### src/rtl/enum_stream_decoder_pkg.sv
// Shared types for the byte-wide enumeration stream: enum members, raw code views,
// buffer payload and state encoding, plus the legality check used by the decoder.
package pkg;

  typedef enum logic [7:0] {
    ONE   = 8'd0,
    TWO   = 8'd1,
    THREE = 8'd2
  } enum_t;

  // Typed value as delivered downstream; 8 bits wide so a forwarded illegal code survives intact.
  typedef logic [7:0] alias_t;

  // Raw code as seen on the byte link.
  typedef logic [7:0] third_alias_t;

  localparam third_alias_t ENUM_NUM_CODES = 8'd3;

  typedef struct packed {
    logic   illegal;
    alias_t data;
  } payload_t;

  typedef enum logic [1:0] {
    EMPTY = 2'd0,
    HALF  = 2'd1,
    FULL  = 2'd2
  } buf_state_t;

  function automatic logic is_legal_code(input third_alias_t code);
    return (code < ENUM_NUM_CODES);
  endfunction

endpackage

### src/rtl/enum_skid_buf.sv
// Two-entry elastic valid/ready buffer for decoded payloads.
// The head register drives the output directly; the tail only holds data while FULL.
module enum_skid_buf
  import pkg::*;
(
  input  logic     clk,
  input  logic     rst_n,
  input  logic     push_valid,
  output logic     push_ready,
  input  payload_t push_data,
  output logic     pop_valid,
  input  logic     pop_ready,
  output payload_t pop_data
);

  buf_state_t state_q, state_d;
  payload_t   head_q, tail_q;
  logic       push, pop;

  // Readiness depends only on the state register, so there is no path from pop_ready.
  assign push_ready = (state_q != FULL);
  assign pop_valid  = (state_q != EMPTY);
  assign push       = push_valid && push_ready;
  assign pop        = pop_valid && pop_ready;
  assign pop_data   = head_q;

  always_comb begin
    state_d = state_q;
    unique case (state_q)
      EMPTY: if (push) state_d = HALF;
      HALF: begin
        if (push && !pop)      state_d = FULL;
        else if (pop && !push) state_d = EMPTY;
      end
      FULL:  if (pop) state_d = HALF;
      default: state_d = EMPTY;
    endcase
  end

  always_ff @(posedge clk or negedge rst_n) begin
    if (!rst_n) begin
      state_q <= EMPTY;
      head_q  <= '0;
      tail_q  <= '0;
    end else begin
      state_q <= state_d;
      unique case (state_q)
        EMPTY: if (push) head_q <= push_data;
        HALF: begin
          if (push && pop) head_q <= push_data;
          else if (push)   tail_q <= push_data;
        end
        FULL:  if (pop) head_q <= tail_q;
        default: ;
      endcase
    end
  end

endmodule

### src/rtl/enum_stream_decoder.sv
// Receive-side decoder: legality check of raw enum codes, error status, 2-entry output buffer.
// Optional macro ENUM_STREAM_DECODER_ERR_CNT_EN enables the saturating illegal-code counter.
module enum_stream_decoder
  import pkg::*;
#(
  parameter bit          DROP_ILLEGAL = 1'b1,
  parameter int unsigned ERR_CNT_W    = 16
) (
  input  logic                 clk,
  input  logic                 rst_n,
  input  logic                 in_valid,
  output logic                 in_ready,
  input  third_alias_t         in_data,
  output logic                 out_valid,
  input  logic                 out_ready,
  output alias_t               out_data,
  output logic                 out_illegal,
  input  logic                 err_clr,
  output logic                 err_sticky,
  output logic [ERR_CNT_W-1:0] err_cnt
);

  logic     code_legal;
  logic     in_accept;
  logic     illegal_acc;
  logic     push_valid;
  payload_t push_data;
  payload_t pop_data;

  assign code_legal  = is_legal_code(in_data);
  assign in_accept   = in_valid && in_ready;
  assign illegal_acc = in_accept && !code_legal;
  // Dropped codes still complete the handshake via in_ready but never reach the buffer.
  assign push_valid  = in_valid && (code_legal || !DROP_ILLEGAL);

  always_comb begin
    push_data         = '0;
    push_data.illegal = !code_legal;
    push_data.data    = in_data;
  end

  enum_skid_buf u_buf (
    .clk        (clk),
    .rst_n      (rst_n),
    .push_valid (push_valid),
    .push_ready (in_ready),
    .push_data  (push_data),
    .pop_valid  (out_valid),
    .pop_ready  (out_ready),
    .pop_data   (pop_data)
  );

  assign out_data    = pop_data.data;
  assign out_illegal = pop_data.illegal;

  logic err_sticky_q;

  always_ff @(posedge clk or negedge rst_n) begin
    if (!rst_n)           err_sticky_q <= 1'b0;
    else if (err_clr)     err_sticky_q <= illegal_acc;
    else if (illegal_acc) err_sticky_q <= 1'b1;
  end

  assign err_sticky = err_sticky_q;

`ifdef ENUM_STREAM_DECODER_ERR_CNT_EN
  logic [ERR_CNT_W-1:0] err_cnt_q;

  // A clear coinciding with an accepted illegal code restarts the count at one.
  always_ff @(posedge clk or negedge rst_n) begin
    if (!rst_n) begin
      err_cnt_q <= '0;
    end else if (err_clr) begin
      err_cnt_q <= illegal_acc ? ERR_CNT_W'(1) : '0;
    end else if (illegal_acc && (err_cnt_q != '1)) begin
      err_cnt_q <= err_cnt_q + ERR_CNT_W'(1);
    end
  end

  assign err_cnt = err_cnt_q;
`else
  assign err_cnt = '0;
`endif

endmodule

### config.mk
export PLATFORM = sky130hd
export DESIGN_NAME = enum_stream_decoder
export DESIGN_NICKNAME = d
export VERILOG_FILES = /design/src/rtl/enum_stream_decoder_pkg.sv /design/src/rtl/enum_skid_buf.sv /design/src/rtl/enum_stream_decoder.sv
export SDC_FILE = /design/constraint.sdc
export NUM_CORES = 1
export LEC_CHECK = 0
export CORE_MARGIN = 3
export CORE_UTILIZATION = 25
export DETAILED_ROUTE_END_ITERATION = 12
export PLACE_DENSITY = 0.52
export SKIP_CTS_REPAIR_TIMING = 1
export SYNTH_ARGS = -nofsm -noshare
export SYNTH_HDL_FRONTEND = slang
export SYNTH_HIERARCHICAL = 1
export SYNTH_SLANG_ARGS = --single-unit
### constraint.sdc
create_clock -name clk -period 1.6 [get_ports clk]
set_clock_uncertainty 0.15 [all_clocks]
set_input_delay 0.4 -clock clk [delete_from_list [all_inputs] [get_ports clk]]
set_output_delay 0.4 -clock clk [all_outputs]
set_load 0.02 [all_outputs]
==> flow_summary.json, run 1 <==
{
  "grt_pass1_wl_mm": 3.63,
  "rows": 24,
  "rsz0062_at_grt": "yes",
  "ant_nets": 0,
  "grt_pass1_vias": 748,
  "final_nets": 139,
  "drcViolationCount": 0,
  "sequentialPowerShare_pct": 47.0,
  "place_congestion": 0.704,
  "dp.cells": 171,
  "grt.total_usage_pct": 8.71,
  "cts_made_buffers": 3,
  "place_hpwl_mm": 1.72,
  "holdWs_ps": 243,
  "pin_count": 41,
  "io_buffers": 24,
  "cts_max_level": 1,
  "antennaDiodeCount": 0,
  "die_area_um2": 5470,
  "ys_seq_elements": 21,
  "layout_commonest_cell": "mux2_4",
  "syn_inst": 85,
  "drive_gt1_share_pct": 51.2,
  "worstPathRequired_ps": 1600,
  "peakVddDrop_uv": 396,
  "setup_viol": 18,
  "status": "complete, but fails checks",
  "fin_ws_ps": -261,
  "clock_latency_ps": 260,
  "root_buffer": "clkbuf_8",
  "clock_path_buffers": 2,
  "antenna_found_initial": 0,
  "maxCapViolCount": 0,
  "pwr-share-clk_pct": 27.8,
  "clkSinkCount": 21,
  "drtIter0Drc": 14,
  "crit_fanout": 5,
  "layout_common_cells": "mux2_4 (26), dfrtp_1 (21), conb_1 (16), buf_4 (13), dlymetal6s2s_1 (12)",
  "wire_per_inst_um": 13.6,
  "avgSynthCellArea_um2": 13.6,
  "drt_pre_antenna_iters": 4,
  "drt_wl_total_mm": 2.41,
  "fin_cells": 177,
  "die_y_um": 73.9,
  "p_int_uw": 911,
  "grt_overflow_total": 0,
  "cp-start-kind": "input port",
  "ys_warn_count": 6,
  "clock.fmax_mhz": 537,
  "start_util_pct": 26.1,
  "yosysSeqAreaShare_pct": 45.6,
  "p_comb_share_pct": 25.2,
  "viasPerCell": 4.14,
  "slew_viol_final": 0,
  "ys_types": 21,
  "syn_to_final_growth_pct": 45.4,
  "switching_share_pct": 27.9,
  "crit_type": "input port to flop",
  "grt_max_degree": 22,
  "final_hold_viol_count": 0,
  "min_period_ps": 1860,
  "p_sw_uw": 352,
  "clkSlewWorstSetupHoldPaths_ps": 80,
  "period_share_pct": 116,
  "min_path_type": "input port to flop",
  "violations": "setup timing",
  "power.density_nw_per_um2": 753,
  "dr_total_vias": 733,
  "core_area_um2": 4410,
  "syn_area_um2": 1150,
  "tritoncts": "built",
  "end_kind": "flop",
  "die_w_um": 73.9,
  "leakage_nw": 0.935,
  "arrival_ps": 1860
}
==> metrics by stage <==
stage	setup WS, ps	utilization, %	power [mW]	TNS [ps]	cell area, um^2
after floorplan	-361	-	0.776	-5630	1240
after global placement	-953	34.2	0.906	-17690	1510
after detailed placement	-986	34.2	0.910	-18220	1510
after CTS	-705	35.2	1.27	-14790	1560
after global routing	-305	38.0	1.34	-4940	1680
final	-261	38.0	1.26	-4060	1680
==> Yosys cell counts, drive strengths merged <==
library cell   n  area share, %
a32o           1           0.87
nor2b          2            1.5
inv            2           0.65
nor2           1           0.33
buf           18             12
conb           1           0.33
nand2          1           0.33
dfrtp         21             46
or2            1           0.54
and3b          1           0.87
a21oi          2           0.87
a211oi         1           0.65
and3           1           0.65
mux2i          1           0.87
mux2          27             29
o22ai          1           0.54
o2bb2ai        1            2.4
nor3b          1           0.65
nor4           1            1.1
==> cell families after synthesis <==
logic type | count (synthesis) | share of synthesized area (%)
AOI/OAI and AO/OA | 6 | 5.32
buffers and inverters | 20 | 12.7
DFF | 21 | 45.6
muxes | 28 | 30.2
other | 1 | 0.325
and+or+nand+nor | 9 | 5.97
==> state kept, by name (all words and copies together), names as in the netlist <==
name	cells
u_buf/pop_data	9
u_buf/state_q	2
err_sticky	1
u_buf/tail_q	9
==> layer usage <==
layer / routed length (um) / global-route usage, % / share of wire (%) / up-vias
met2: 1200 / 13.7 / 50 / 27
met5: 0 / 0 / 0 / -
met1: 1090 / 11.8 / 45 / 362
met3: 123 / 2.03 / 5.1 / 0
met4: 0 / 3.02 / 0 / 0
li1: - / - / - / 344
==> critical path, cell delays in order <==
cell and delay, ps:
buf_8 100, nor4_4 270, and3_4 230, nor2b_4 200
and3b_2 330, mux2_4 320
==> power groups by stage <==
stage | clock (mW) | combinational (mW) | sequential (mW)
final | 0.352 | 0.319 | 0.593
after global routing | 0.396 | 0.341 | 0.602
after CTS | 0.366 | 0.306 | 0.595
after detailed placement | 0 | 0.305 | 0.605
after global placement | 0 | 0.303 | 0.603
after floorplan | 0 | 0.122 | 0.654
==> layout make-up <==
cell class	count	area [um^2]
tap	52	65.1
timing repair buffer	38	384
multi-input combinational	60	649
sequential	21	526
fill	431	2740
clock inverter	1	5.00
inverter	2	7.51
clock buffer	3	41.3
==> worst paths after layout <==
path                                  start           endpoint  slack [ps]  depth (start not counted)
setup / recovery                 in_data[3]    u_buf/tail_q[6]        -260                          6
hold / removal                   in_data[0]    u_buf/tail_q[0]         240                          2
setup reg to reg           u_buf/state_q[1]  u_buf/pop_data[0]         -90                          5
hold reg to reg                  err_sticky         err_sticky         350                          1
max in group asynchronous             rst_n   u_buf/state_q[0]         750                          2
min in group asynchronous             rst_n    u_buf/tail_q[6]         330                          2
Power figures use the tool's default switching activity.
==> inputs of run 2 (changes only) <==
- MAX_ROUTING_LAYER: unset -> met4
==> flow_summary.json, run 2 (synthesis gave the netlist of run 1 again) <==
{
  "status": "complete, but fails checks",
  "violations": "setup timing",
  "rsz0062_at_grt": "yes",
  "layout_common_cells": "mux2_4 (26), dfrtp_1 (21), conb_1 (16), buf_4 (13), dlymetal6s2s_1 (12)",
  "fin_cells": 177,
  "path_delay_family": "simple AND/OR/NAND/NOR gates",
  "drive_gt1_share_pct": 51.2,
  "viasPerCell": 4.13,
  "io_buffers": 24,
  "p_sw_uw": 352,
  "maxCapViolCount": 0,
  "wire_per_inst_um": 13.6,
  "min_period_ps": 1860,
  "syn_to_final_growth_pct": 45.4,
  "min_path_cells": 2,
  "r2r_slack_ps": -90,
  "die_area_um2": 5470,
  "leakage_nw": 0.935,
  "clkSinkCount": 21,
  "tritoncts": "built",
  "layout_commonest_cell": "mux2_4",
  "pwr-share-clk_pct": 27.8,
  "grt_pass1_wl_mm": 3.62,
  "min_path_type": "input port to flop",
  "end_kind": "flop",
  "antenna_found_initial": 0,
  "r2r_start": "u_buf/state_q[1]",
  "total_power_mw": 1.26,
  "start_util_pct": 26.1,
  "clock_path_buffers": 2,
  "grt_pass1_vias": 750,
  "worstPathRequired_ps": 1600,
  "ant_nets": 0,
  "setup_viol": 18,
  "final_nets": 139,
  "slew_viol_final": 0,
  "cts_made_buffers": 3,
  "hp-start": "in_data[0]",
  "final.fill_count": 431,
  "reg2reg_to": "u_buf/pop_data[0]",
  "dr_total_vias": 731,
  "reg2reg_depth": 5,
  "cp_cell_sequence": "buf_8 -> nor4_4 -> and3_4 -> nor2b_4 -> and3b_2 -> mux2_4",
  "holdWs_ps": 243,
  "antennaDiodeCount": 0,
  "drt_pre_antenna_iters": 4,
  "die_w_um": 73.9,
  "critPathBufInv": 1,
  "place_congestion": 0.711,
  "crit_type": "input port to flop",
  "crit_fanout": 5,
  "drtIter0Drc": 14,
  "p_comb_share_pct": 25.2,
  "root_buffer": "clkbuf_8",
  "clock_latency_ps": 260,
  "core_area_um2": 4410,
  "ff_latch_area_um2": 526,
  "dp.cells": 171,
  "multi_input_area_um2": 649,
  "period_share_pct": 116,
  "fin_ws_ps": -261,
  "p_int_uw": 911,
  "drcViolationCount": 0,
  "sequentialPowerShare_pct": 47.0,
  "grt.total_usage_pct": 8.99,
  "final_hold_viol_count": 0,
  "switching_share_pct": 27.9,
  "pin_count": 41,
  "crit_path_max_incr_delay_ps": 330,
  "grt_max_degree": 22,
  "rows": 24,
  "slowest_stage": "and3b_2",
  "cp-start-kind": "input port",
  "power.density_nw_per_um2": 753,
  "drt_wl_total_mm": 2.40,
  "clkSlewWorstSetupHoldPaths_ps": 80,
  "peakVddDrop_uv": 396,
  "place_hpwl_mm": 1.72,
  "die_y_um": 73.9,
  "grt_overflow_total": 0,
  "clock.fmax_mhz": 537,
  "cts_max_level": 1,
  "arrival_ps": 1860,
  "min_to": "u_buf/tail_q[0]"
}
-- run 2: cell counts in the layout (fill, tap and decap cells not counted) --
Identical to the previous run, type by type.
-- run 2: routing by layer --
layer / up-vias / part of all wire, % / wire length, um / track usage [%]
met5: - / 0 / 0 / -
met4: 0 / 0 / 0 / 3.02
met3: 0 / 4.1 / 99 / 1.62
met2: 25 / 50 / 1200 / 13.7
met1: 362 / 46 / 1110 / 12.1
li1: 344 / - / - / -
-- run 2: power by group through the flow --
stage                     sequential, mW  clock, mW  combinational [mW]
final                              0.593      0.352               0.318
after global routing               0.602      0.396               0.341
after CTS                          0.595      0.366               0.306
after detailed placement           0.605          0               0.305
after global placement             0.603          0               0.303
after floorplan                    0.654          0               0.122
-- run 2: stage by stage --
stage | setup WS, ps | TNS (ps) | utilization (%) | area, um^2
final | -261 | -4050 | 38.0 | 1680
after global routing | -305 | -4940 | 38.0 | 1680
after CTS | -705 | -14790 | 35.2 | 1560
after detailed placement | -986 | -18220 | 34.2 | 1510
after global placement | -953 | -17690 | 34.2 | 1510
after floorplan | -361 | -5630 | - | 1240
-- run 2: area by class of cell --
| type | count | area share (%) |
|---|---|---|
| timing repair buffer | 38 | 22.9 |
| clock inverter | 1 | 0.298 |
| clock buffer | 3 | 2.46 |
| tap | 52 | 3.88 |
| inverter | 2 | 0.447 |
| multi-input combinational | 60 | 38.7 |
| sequential | 21 | 31.3 |
-- run 2: worst max path at each step --
| stage | cells after the start | startpoint | to | slack [ps] |
|---|---|---|---|---|
| 2_1_floorplan | 6 | in_data[6] | u_buf/tail_q[0] | -360 |
| 3_3_place_gp | 6 | in_data[6] | u_buf/tail_q[5] | -950 |
| 3_5_place_dp | 6 | in_data[1] | u_buf/tail_q[2] | -990 |
| 4_1_cts | 6 | in_data[1] | u_buf/tail_q[2] | -700 |
| 5_1_grt | 6 | in_data[3] | u_buf/tail_q[6] | -300 |
| 6_report | 6 | in_data[3] | u_buf/tail_q[6] | -260 |
-- run 2: worst reg2reg max path: stages (launching register included) --
cell and delay [ps]:
dfrtp_1 370, buf_4 150, mux2i_1 350, o2bb2ai_4 120
buf_12 150, mux2_4 290
